`src/rtl/bcd_converter.sv`:
```
// bcd_converter: 16-bit unsigned binary to 5-digit BCD using a sequential
// double-dabble engine. Values strobed in while a conversion is in flight
// wait in a 1-entry pending buffer (newest wins); every value that gets
// overwritten is counted in a saturating drop counter.
// Optional feature: define BCD_CONVERTER_BLANK_EN to build the per-digit
// leading-zero blank mask; when it is undefined, blank is tied to zero.
// Timing: a value accepted at edge N produces bcd_valid in the cycle after
// edge N+17 (16 CONV iterations, one DONE cycle, registered outputs).
module bcd_converter (
    input  logic        clk,
    input  logic        rst,
    input  logic        in_valid,
    input  logic [15:0] in_data,
    output logic [19:0] bcd,
    output logic        bcd_valid,
    output logic        busy,
    output logic [4:0]  blank,
    output logic [7:0]  drop_cnt
);

    localparam logic [1:0] IDLE = 2'd0;
    localparam logic [1:0] CONV = 2'd1;
    localparam logic [1:0] DONE = 2'd2;

    logic [1:0]  state_q,     state_d;
    logic [3:0]  iter_q,      iter_d;
    logic [15:0] shift_q,     shift_d;
    logic [19:0] scratch_q,   scratch_d;
    logic [19:0] bcd_q,       bcd_d;
    logic        bcd_valid_q, bcd_valid_d;
    logic [7:0]  drop_cnt_q,  drop_cnt_d;
    logic [15:0] pend_data_q, pend_data_d;
    logic        pend_full_q, pend_full_d;

    logic [19:0] scratch_adj;
    logic        drop_evt;

    // Double-dabble correction: add 3 to every scratch digit that is 5 or more.
    always_comb begin
        scratch_adj = scratch_q;
        for (int i = 0; i < 5; i++) begin
            if (scratch_q[4*i +: 4] >= 4'd5) begin
                scratch_adj[4*i +: 4] = scratch_q[4*i +: 4] + 4'd3;
            end
        end
    end

    // Next-state logic: FSM sequencing, conversion datapath, pending buffer, drops.
    // NOTE: every signal gets a default at the top so no path leaves it unassigned (no latches).
    always_comb begin
        state_d     = state_q;
        iter_d      = iter_q;
        shift_d     = shift_q;
        scratch_d   = scratch_q;
        bcd_d       = bcd_q;
        bcd_valid_d = 1'b0;
        pend_data_d = pend_data_q;
        pend_full_d = pend_full_q;
        drop_cnt_d  = drop_cnt_q;
        drop_evt    = 1'b0;

        case (state_q)
            IDLE: begin
                if (in_valid) begin
                    shift_d   = in_data;
                    scratch_d = '0;
                    iter_d    = '0;
                    state_d   = CONV;
                end
            end

            CONV: begin
                // Shift {scratch, shift register} left by one after correction.
                // The top scratch bit is always zero for a 16-bit input.
                {scratch_d, shift_d} = {scratch_adj[18:0], shift_q, 1'b0};
                iter_d = iter_q + 4'd1;
                if (iter_q == 4'd15) begin
                    state_d = DONE;
                end
                if (in_valid) begin
                    drop_evt    = pend_full_q;
                    pend_data_d = in_data;
                    pend_full_d = 1'b1;
                end
            end

            DONE: begin
                bcd_d       = scratch_q;
                bcd_valid_d = 1'b1;
                iter_d      = '0;
                scratch_d   = '0;
                if (in_valid) begin
                    // A fresh strobe beats the buffered value, which is then lost.
                    shift_d     = in_data;
                    drop_evt    = pend_full_q;
                    pend_full_d = 1'b0;
                    state_d     = CONV;
                end else if (pend_full_q) begin
                    shift_d     = pend_data_q;
                    pend_full_d = 1'b0;
                    state_d     = CONV;
                end else begin
                    state_d = IDLE;
                end
            end

            default: begin
                state_d = IDLE;
            end
        endcase

        if (drop_evt && (drop_cnt_q != 8'hFF)) begin
            drop_cnt_d = drop_cnt_q + 8'd1;
        end
    end

    // Control and output registers with synchronous active-low reset.
    // NOTE: sequential state uses non-blocking assignments; always_comb above uses blocking.
    always_ff @(posedge clk) begin
        if (!rst) begin
            state_q     <= IDLE;
            iter_q      <= '0;
            bcd_q       <= '0;
            bcd_valid_q <= 1'b0;
            drop_cnt_q  <= '0;
            pend_full_q <= 1'b0;
        end else begin
            state_q     <= state_d;
            iter_q      <= iter_d;
            bcd_q       <= bcd_d;
            bcd_valid_q <= bcd_valid_d;
            drop_cnt_q  <= drop_cnt_d;
            pend_full_q <= pend_full_d;
        end
    end

    // Datapath registers: always loaded before being read, so no reset needed.
    // NOTE: leaving pure data registers unreset is deliberate; their qualifiers are reset.
    always_ff @(posedge clk) begin
        shift_q     <= shift_d;
        scratch_q   <= scratch_d;
        pend_data_q <= pend_data_d;
    end

`ifdef BCD_CONVERTER_BLANK_EN
    logic [4:0] blank_q, blank_d;
    logic [4:0] blank_calc;
    logic       upper_zero;

    // Leading-zero mask: digit i>0 blanks when it and all higher digits are zero.
    always_comb begin
        blank_calc = '0;
        upper_zero = 1'b1;
        for (int i = 4; i >= 1; i--) begin
            upper_zero    = upper_zero & (scratch_q[4*i +: 4] == 4'd0);
            blank_calc[i] = upper_zero;
        end
        blank_d = (state_q == DONE) ? blank_calc : blank_q;
    end

    // Blank mask register, updated together with bcd.
    always_ff @(posedge clk) begin
        if (!rst) begin
            blank_q <= 5'b11110;
        end else begin
            blank_q <= blank_d;
        end
    end

    assign blank = blank_q;
`else
    assign blank = 5'b00000;
`endif

    assign bcd       = bcd_q;
    assign bcd_valid = bcd_valid_q;
    assign busy      = (state_q == CONV) || (state_q == DONE);
    assign drop_cnt  = drop_cnt_q;

endmodule
```
`config.mk`:
```
export PLATFORM = sky130hd
export DESIGN_NAME = bcd_converter
export DESIGN_NICKNAME = d
export VERILOG_FILES = /design/src/rtl/bcd_converter.sv
export SDC_FILE = /design/constraint.sdc
export NUM_CORES = 1
export LEC_CHECK = 0
export BUFFER_PORTS_ARGS = -buffer_cell sky130_fd_sc_hd__clkbuf_2
export CORE_UTILIZATION = 45
export DETAILED_ROUTE_END_ITERATION = 10
export PLACE_DENSITY = 0.66
export SLEW_MARGIN = 20
export SYNTH_ARGS = -nofsm -noshare
export SYNTH_HDL_FRONTEND = slang
export SYNTH_SLANG_ARGS = --single-unit
```
`constraint.sdc`:
```
create_clock -name clk -period 2.1 [get_ports clk]
set_input_delay 0 -clock clk [delete_from_list [all_inputs] [get_ports clk]]
set_output_delay 0 -clock clk [all_outputs]
set_load 0.01 [all_outputs]
```
==> flow_summary.json, run 1 <==
{
  "synth_warnings": 0,
  "cts-htree-levels": 3,
  "maxCapViolations": 0,
  "dpl_worst_slack_ns": -0.129,
  "grt_overflow": 0,
  "ys_types": 43,
  "synth-seq-cells": 88,
  "cpPeakStageDelay_ns": 0.42,
  "yosysSeqAreaShare": 0.574,
  "pwr-share-comb": 0.307,
  "skew_ns": 0.0100,
  "placed_cells": 492,
  "gp_congestion": 0.809,
  "ir_drop_mv": 0.685,
  "detail_route.vias_per_cell": 5.25,
  "numCtsBuffers": 9,
  "num_rows": 33,
  "internal_power_mw": 3.95,
  "hold_viol": 0,
  "grt_pass1_vias": 2612,
  "hpwl_um": 4680,
  "synth_edf_count": 52,
  "worst_slack_ns": 0.218,
  "stdcell_count": 526,
  "setup_viol": 0,
  "critPathBufInv": 3,
  "synth_top_cell_by_area": "edfxtp_1",
  "syn2layout_area_growth_pct": 19.4,
  "final_nets": 452,
  "path_class": "flop to flop",
  "required_ns": 2.21,
  "die_y_um": 96,
  "r2r_start": "state_q[0]$_SDFFE_PN0P_",
  "status": "finished clean",
  "synth_cells": 348,
  "startpoint_type": "flop",
  "fin_crit_ns": 1.88,
  "syn_avg_cell_area_um2": 11.4,
  "synth_commonest_cells": "edfxtp_1 (52), dfxtp_1 (36), nor2_1 (35)",
  "crit_cells": 6,
  "start_util": 0.474,
  "ios": 54,
  "stdcell_area_um2": 4750,
  "antenna_found_initial": 0,
  "final_max_slew_viol_count": 0,
  "yosys_most_used_dff": "edfxtp_1",
  "p_leak_nw": 2.01,
  "drtPass1Iterations": 5,
  "wirelength_um": 7240,
  "seq_power_share": 0.469,
  "drive_above_1_share": 0.188,
  "drt_iter0_drc": 169,
  "critPathMaxFanout": 16,
  "critPathArrivalTime_ns": 1.99,
  "wire_per_inst_um": 13.8,
  "cpMostUsedCell": "inv_1",
  "core_um2": 8380,
  "grt_pass1_wl_um": 11900,
  "die_x_um": 96,
  "power.switching_mw": 1.91,
  "yosys.cell_count.top_type": "edfxtp_1",
  "cp_slowest_cell": "dfxtp_1",
  "syn_area_um2": 3980,
  "diodes": 0,
  "die_area_um2": 9220,
  "r2r_slack_ns": 0.22,
  "cp-end-kind": "flop",
  "crit_family": "flip-flops",
  "num_vias": 2764,
  "hold_class": "input port to flop",
  "drc": 0,
  "async_flop_share": 0,
  "r2r_cells": 6,
  "regToRegEndpoint": "shift_q[11]$_DFFE_PP_",
  "track_usage": 0.173,
  "rsz0062_at_grt": "false",
  "cts.path.max_buffers": 2,
  "final_core_util": 0.566,
  "cts-root-buf": "clkbuf_8",
  "clkSinkCount": 88,
  "crit_chain": "inv_1 > ha_1 > nor3b_4 > buf_12 > a222oi_1 > inv_1",
  "clock.fmax_mhz": 531,
  "synth_top_area_frac": 0.393,
  "cts_tree": "built",
  "total_power_mw": 5.85,
  "cp-endpoint": "shift_q[11]$_DFFE_PP_",
  "placed_cell_area_um2": 4320,
  "fin_crit_sh": 0.896,
  "grt_start_max_net_pins": 25,
  "clkTransAtPathRegs_ns": 0.09,
  "ant_nets": 0,
  "powerDensity_nw_per_um2": 1230,
  "ys_top_cells_by_area": "edfxtp_1 (39%), dfxtp_1 (18%), mux2i_1 (6.0%), ha_1 (5.3%), a222oi_1 (3.8%)",
  "cp-startpoint": "state_q[0]$_SDFFE_PN0P_",
  "io_buffers": 48,
  "clock_latency_ns": 0.36,
  "clock_power_share": 0.224,
  "swShare": 0.326
}
final cells by class:
type / count / area [um^2]
inverter: 33 / 128
sequential: 88 / 2280
clock buffer: 13 / 181
timing repair buffer: 72 / 488
clock inverter: 3 / 46.3
tap: 105 / 131
fill: 730 / 3630
multi-input combinational: 212 / 1490
layer usage:
metal / wire length [um] / global-route usage / vias to the layer above
met5: 0 / 0 / -
met4: 85 / 0.0597 / 0
met3: 287 / 0.0529 / 10
met2: 3580 / 0.302 / 65
met1: 3290 / 0.202 / 1328
li1: - / - / 1361
repair_timing:
item	in CTS	in global routing
hold buffers	17	0
endpoints found under the hold margin	36	0
resized for setup	1	1
endpoints found under the setup margin	16	11
buffers inserted	0	1
tightest hold or removal path, cell delays in order:
cell	delay, ns
clkbuf_2	0.21
o22a_1	0.18
nor2_1	0.03
power groups by stage:
stage / Sequential (mW) / Clock, mW / Combinational (mW)
floorplan: 2.71 / 0 / 1.34
global placement: 2.78 / 0 / 1.71
detailed placement: 2.78 / 0 / 1.76
CTS: 2.75 / 1.35 / 1.81
global route: 2.80 / 1.41 / 2.04
finish: 2.75 / 1.31 / 1.79
cell usage in the layout, fill, tap and decap left out, types with 15 or more instances in the layout:
cell type / Yosys / final
a222oi_1: 15 / 15
clkbuf_2: 0 / 48
dfxtp_1: 36 / 36
dlygate4sd3_1: 0 / 17
edfxtp_1: 52 / 52
ha_1: 17 / 17
inv_1: 33 / 32
mux2i_1: 24 / 24
nand2_1: 24 / 23
nor2_1: 35 / 35
o21ai_0: 15 / 15
through the flow:
stage          hold slack (ns)  TNS, ns
2_1_floorplan           0.0989        0
3_3_place_gp             0.197   -0.348
3_5_place_dp             0.198    -1.28
4_1_cts                 0.0869        0
5_1_grt                  0.118        0
6_report                 0.108        0
state kept, by name, summed over array words and instances, names as in the netlist:
register,count
bcd,20
bcd_valid,1
pend_data_q,16
pend_full_q,1
scratch_q,20
shift_q,16
drop_cnt,8
iter_q,4
state_q,2
kinds of logic after synthesis:
group,after synthesis,synth area share
simple gates,99,0.122
flops,88,0.574
compound gates,57,0.110
buf+inv,52,0.0573
mux,24,0.0604
fa+ha+maj,17,0.0535
xor+xnor,10,0.0220
other cells,1,0.000943
how the worst min path moves through the flow:
stage	end	depth (start not counted)	slack, ns	from
3_5_place_dp	pend_data_q[0]$_DFFE_PP_	1	0.20	in_data[0]
3_3_place_gp	pend_data_q[0]$_DFFE_PP_	1	0.20	in_data[0]
2_1_floorplan	pend_data_q[0]$_DFFE_PP_	0	0.1	in_data[0]
4_1_cts	pend_full_q$_SDFFE_PN0P_	3	0.09	in_valid
6_report	pend_full_q$_SDFFE_PN0P_	3	0.11	in_valid
5_1_grt	pend_full_q$_SDFFE_PN0P_	3	0.12	in_valid
Power figures use the tool's default switching activity.
==> run 2, diff against run 1 <==
--- a/config.mk
+++ b/config.mk
@@ -5,6 +5,7 @@
 export SDC_FILE = /design/constraint.sdc
 export NUM_CORES = 1
 export LEC_CHECK = 0
+export ABC_AREA = 1
 export BUFFER_PORTS_ARGS = -buffer_cell sky130_fd_sc_hd__clkbuf_2
 export CORE_UTILIZATION = 45
 export DETAILED_ROUTE_END_ITERATION = 10
==> run 2 against run 1 <==
Compared with the run above: clock power decreased by 18%; power is 1.6% higher; sequential power up 3%; critical path type unchanged; largest cell class unchanged; cell count is 16% higher; global-route usage increased by 1.2 points; sequential cell count did not move; critical endpoint is now shift_q[9]$_DFFE_PP_.
==> flow_summary.json, run 2 <==
{
  "status": "finished clean",
  "gp_congestion": 0.810,
  "cts-htree-levels": 3,
  "synth_top_area_frac": 0.389,
  "drtPass1Iterations": 4,
  "grt_start_max_net_pins": 33,
  "maxCapViolations": 0,
  "grt_pass1_vias": 2916,
  "clock.fmax_mhz": 537,
  "final_max_slew_viol_count": 0,
  "grt_pass1_wl_um": 13100,
  "die_x_um": 96.4,
  "skew_ns": 0.00945,
  "critPathMaxFanout": 16,
  "hold_class": "input port to flop",
  "n_fill_cell": 801,
  "synth_edf_count": 52,
  "syn_avg_cell_area_um2": 9.35,
  "tightestPinTransition_ns": 0.643,
  "yosys.cell_count.top_type": "inv_1",
  "cts_tree": "built",
  "cts.path.max_buffers": 2,
  "fin_crit_ns": 1.86,
  "setup_viol": 0,
  "synth-seq-cells": 88,
  "required_ns": 2.30,
  "async_flop_share": 0,
  "track_usage": 0.186,
  "clkSinkCount": 88,
  "cts-root-buf": "clkbuf_8",
  "syn_area_um2": 4010,
  "antenna_found_initial": 0,
  "core_um2": 8680,
  "startpoint_type": "flop",
  "syn2layout_area_growth_pct": 17.5,
  "numCtsBuffers": 9,
  "setup_tns_ns": 0,
  "p_leak_nw": 1.96,
  "wirelength_um": 7960,
  "critPathArrivalTime_ns": 2.06,
  "final_nets": 532,
  "powerDensity_nw_per_um2": 1260,
  "fin_crit_sh": 0.886,
  "die_y_um": 96.4,
  "num_vias": 3088,
  "layout_commonest_cell": "inv_1",
  "diodes": 0,
  "drt_iter0_drc": 93,
  "path_class": "flop to flop",
  "seqCellArea_um2": 2280,
  "hpwl_um": 5230,
  "maxSlewHeadroom": 0.571,
  "ys_top_cells_by_area": "edfxtp_1 (39%), dfxtp_1 (18%), nand3_1 (5.9%), ha_1 (5.3%), a21oi_1 (5.2%)",
  "clock_latency_ns": 0.36,
  "detail_route.vias_per_cell": 5.07,
  "io_buffers": 48,
  "cp-end-kind": "flop",
  "die_area_um2": 9290,
  "yosys_most_used_dff": "edfxtp_1",
  "multi_input_area_um2": 1430,
  "synth_commonest_cells": "inv_1 (54), edfxtp_1 (52), nand2_1 (49)",
  "synth_top_cell_by_area": "edfxtp_1",
  "ys_types": 26,
  "ios": 54,
  "synth_cells": 429,
  "drc": 0,
  "rsz0062_at_grt": "false",
  "layout_common_cells": "inv_1 (54), edfxtp_1 (52), nand2_1 (49), clkbuf_2 (48), nand3_1 (47)",
  "synth_warnings": 0,
  "grt_overflow": 0,
  "total_power_mw": 5.94,
  "num_rows": 34,
  "clkTransAtPathRegs_ns": 0.10,
  "drive_above_1_share": 0.162,
  "hold_viol": 0,
  "wire_per_inst_um": 13.1,
  "ant_nets": 0,
  "start_util": 0.462,
  "ir_drop_mv": 0.557,
  "yosysSeqAreaShare": 0.569
}
-- run 2: cell count changes in the layout (fill, tap and decap cells not counted), sizes merged, moves of 23 or more --
| cell | change |
|---|---|
| nand2 | +26 |
| inv | +25 |
| o21ai | +23 |
| mux2i | -24 |
| nand3 | +39 |
| a21oi | +38 |
-- run 2: kinds of logic after synthesis --
| group | count (synthesis) | synth area share |
|---|---|---|
| compound gates | 97 | 0.132 |
| flops | 88 | 0.569 |
| fa+ha+maj | 17 | 0.0530 |
| xor+xnor | 5 | 0.0109 |
| buf+inv | 78 | 0.0792 |
| other cells | 1 | 0.000935 |
| simple gates | 143 | 0.155 |
-- run 2: repair_timing --
action | in CTS | in global routing
buffers inserted | 0 | 0
setup endpoints to repair | 0 | 0
gates resized for setup | 0 | 0
hold endpoints to repair | 17 | 0
hold buffers | 16 | 0
-- run 2: final timing paths --
kind / cells after the start / slack, ns / endpoint / from
setup / recovery: 6 / 0.24 / shift_q[9]$_DFFE_PP_ / state_q[0]$_SDFFE_PN0P_
hold / removal: 4 / 0.06 / pend_full_q$_SDFFE_PN0P_ / in_valid
setup reg to reg: 6 / 0.24 / shift_q[9]$_DFFE_PP_ / state_q[0]$_SDFFE_PN0P_
hold reg to reg: 2 / 0.47 / drop_cnt[4]$_SDFFE_PN0P_ / drop_cnt[4]$_SDFFE_PN0P_
-- run 2: routing by layer --
layer,GRT usage,vias up,wire [um]
li1,-,1582,-
met1,0.233,1439,3670
met2,0.318,63,3960
met3,0.0446,4,277
met4,0.0564,0,53
met5,0,-,0
-- run 2: metrics by stage --
stage | util | instance area (um^2) | setup slack (ns) | cells | hold WS, ns
floorplan | - | 4030 | 0.195 | 433 | 0.0989
global placement | 0.504 | 4370 | 0.375 | 577 | 0.193
detailed placement | 0.504 | 4370 | 0.268 | 577 | 0.196
CTS | 0.543 | 4710 | 0.232 | 609 | 0.0460
global route | 0.543 | 4710 | 0.0829 | 609 | 0.0742
finish | 0.543 | 4710 | 0.239 | 609 | 0.0595
-- run 2: worst max-delay path, cell delays in order, from the launching register on --
cell and delay (ns):
dfxtp_1 0.41, inv_1 0.10, ha_1 0.33, inv_1 0.08
nor2_2 0.50, nand3_1 0.14, o211ai_1 0.12
-- run 2: cell type report --
class | instances | share of cell area
flip-flops and latches | 88 | 0.484
clock buffers | 9 | 0.0263
repair buffers | 74 | 0.101
clock inverters | 7 | 0.0119
well taps | 108 | 0.0287
multi-input cells | 267 | 0.303
inverters | 56 | 0.0446
-- run 2: power breakdown --
group	switching (mW)	internal (mW)
combinational	1.33	0.698
clock	0.644	0.437
sequential	0.298	2.54
total	2.27	3.67
==> run 3, diff against run 2 <==
--- a/config.mk
+++ b/config.mk
@@ -7,9 +7,9 @@
 export LEC_CHECK = 0
 export ABC_AREA = 1
 export BUFFER_PORTS_ARGS = -buffer_cell sky130_fd_sc_hd__clkbuf_2
-export CORE_UTILIZATION = 45
+export CORE_UTILIZATION = 52
 export DETAILED_ROUTE_END_ITERATION = 10
-export PLACE_DENSITY = 0.66
+export PLACE_DENSITY = 0.75
 export SLEW_MARGIN = 20
 export SYNTH_ARGS = -nofsm -noshare
 export SYNTH_HDL_FRONTEND = slang
==> run 3 against run 2 <==
Compared with the run above: global-route usage increased by 1.7 points; sequential cell count unchanged; clock skew decreased by 0.0022 ns; highest routed layer unchanged; critical path depth unchanged; combinational power about the same.
==> flow_summary.json, run 3 (synthesis gave the netlist of run 2 again) <==
{
  "status": "finished clean",
  "clkSinkCount": 88,
  "ios": 54,
  "grt_pass1_vias": 2967,
  "skew_ns": 0.00726,
  "drtPass1Iterations": 4,
  "hold_viol": 0,
  "maxSlewHeadroom": 0.573,
  "critPathArrivalTime_ns": 2.04,
  "core_um2": 7370,
  "drive_above_1_share": 0.160,
  "cpMostUsedCell": "inv_1",
  "io_buffers": 48,
  "drt_iter0_drc": 158,
  "num_vias": 3130,
  "fin_crit_ns": 1.83,
  "stdcell_count": 599,
  "clock.fmax_mhz": 546,
  "seqCellArea_um2": 2280,
  "multi_input_area_um2": 1430,
  "p_leak_nw": 1.98,
  "grt_start_max_net_pins": 33,
  "final_nets": 531,
  "maxCapViolations": 0,
  "cts_setup_buffers": 0,
  "cts-root-buf": "clkbuf_8",
  "grt_overflow": 0,
  "diodes": 0,
  "crit_chain": "inv_1 > ha_1 > inv_1 > nor2_2 > nand3_1 > o211ai_1",
  "cts.path.max_buffers": 2,
  "layout_commonest_cell": "inv_1",
  "die_x_um": 89.8,
  "placed_cells": 567,
  "final_max_slew_viol_count": 0,
  "num_rows": 31,
  "cp-end-kind": "flop",
  "wirelength_um": 7580,
  "cp_slowest_cell": "nor2_2",
  "cts-hold-fix-buffers": 16,
  "n_fill_cell": 611,
  "numCtsBuffers": 9,
  "required_ns": 2.30,
  "crit_family": "simple AND/OR/NAND/NOR gates",
  "hold_class": "input port to flop",
  "drc": 0,
  "cts-htree-levels": 3,
  "final_core_util": 0.640,
  "setup_tns_ns": 0,
  "track_usage": 0.203,
  "critPathBufInv": 2,
  "detail_route.vias_per_cell": 5.23,
  "fin_crit_sh": 0.872,
  "setup_viol": 0,
  "die_area_um2": 8070,
  "syn2layout_area_growth_pct": 17.6,
  "startpoint_type": "flop",
  "grt_pass1_wl_um": 13200,
  "timing.hold.ws_ns": 0.0347,
  "cts.repair.resized": 0,
  "clkTransAtPathRegs_ns": 0.09,
  "rsz0062_at_grt": "false",
  "wire_per_inst_um": 12.7,
  "gp_congestion": 0.806,
  "layout_common_cells": "inv_1 (54), edfxtp_1 (52), nand2_1 (49), clkbuf_2 (48), nand3_1 (47)",
  "hpwl_um": 5090,
  "ant_nets": 0,
  "start_util": 0.544,
  "ir_drop_mv": 0.643,
  "dpl_worst_slack_ns": 0.308,
  "powerDensity_nw_per_um2": 1280,
  "cts_tree": "built",
  "cpPeakStageDelay_ns": 0.50,
  "die_y_um": 89.8,
  "critPathMaxFanout": 16,
  "clock_latency_ns": 0.37,
  "antenna_found_initial": 0,
  "tightestPinTransition_ns": 0.640,
  "worst_slack_ns": 0.269,
  "path_class": "flop to flop"
}
run 3: cell types whose count changed in the layout (fill, tap and decap cells not counted):
cell | before | now
buf_4 | 10 | 9
clkinvlp_4 | 4 | 2
bufinv_16 | 0 | 1
inv_6 | 1 | 2
run 3: cell type report:
| class | instances | share of cell area |
|---|---|---|
| timing repair buffer | 73 | 0.0992 |
| clock buffer | 9 | 0.0263 |
| sequential | 88 | 0.484 |
| clock inverter | 7 | 0.0170 |
| tap | 99 | 0.0263 |
| inverter | 56 | 0.0446 |
| multi-input combinational | 267 | 0.303 |
run 3: through the flow:
stage	instance area (um^2)	total power, mW
after global placement	4350	4.78
after detailed placement	4350	4.86
after floorplan	4030	4.23
final	4720	6.05
after global routing	4720	6.50
after CTS	4720	6.09
run 3: worst paths after layout:
| path | from | end | slack, ns | cells after the start |
|---|---|---|---|---|
| max | state_q[1]$_SDFFE_PN0P_ | shift_q[4]$_DFFE_PP_ | 0.27 | 6 |
| min | in_valid | pend_full_q$_SDFFE_PN0P_ | 0.03 | 4 |
| max reg2reg | state_q[1]$_SDFFE_PN0P_ | shift_q[4]$_DFFE_PP_ | 0.27 | 6 |
| min reg2reg | drop_cnt[4]$_SDFFE_PN0P_ | drop_cnt[4]$_SDFFE_PN0P_ | 0.47 | 2 |
run 3: where the power goes:
part           internal [mW]  switching (mW)
clock                  0.562           0.645
combinational          0.687            1.33
sequential              2.53           0.294
run 3: layer usage:
metal | share of wire | GRT usage | vias to the layer above
met5 | 0 | 0 | -
li1 | - | - | 1583
met2 | 0.48 | 0.342 | 72
met3 | 0.046 | 0.0423 | 11
met4 | 0.016 | 0.0792 | 0
met1 | 0.46 | 0.255 | 1464
run 3: worst min-delay path, delay by kind of cell:
family                 cells  cell delay [ns]
and+or+nand+nor            1             0.09
buffers and inverters      2             0.22
AOI/OAI and AO/OA          1             0.06
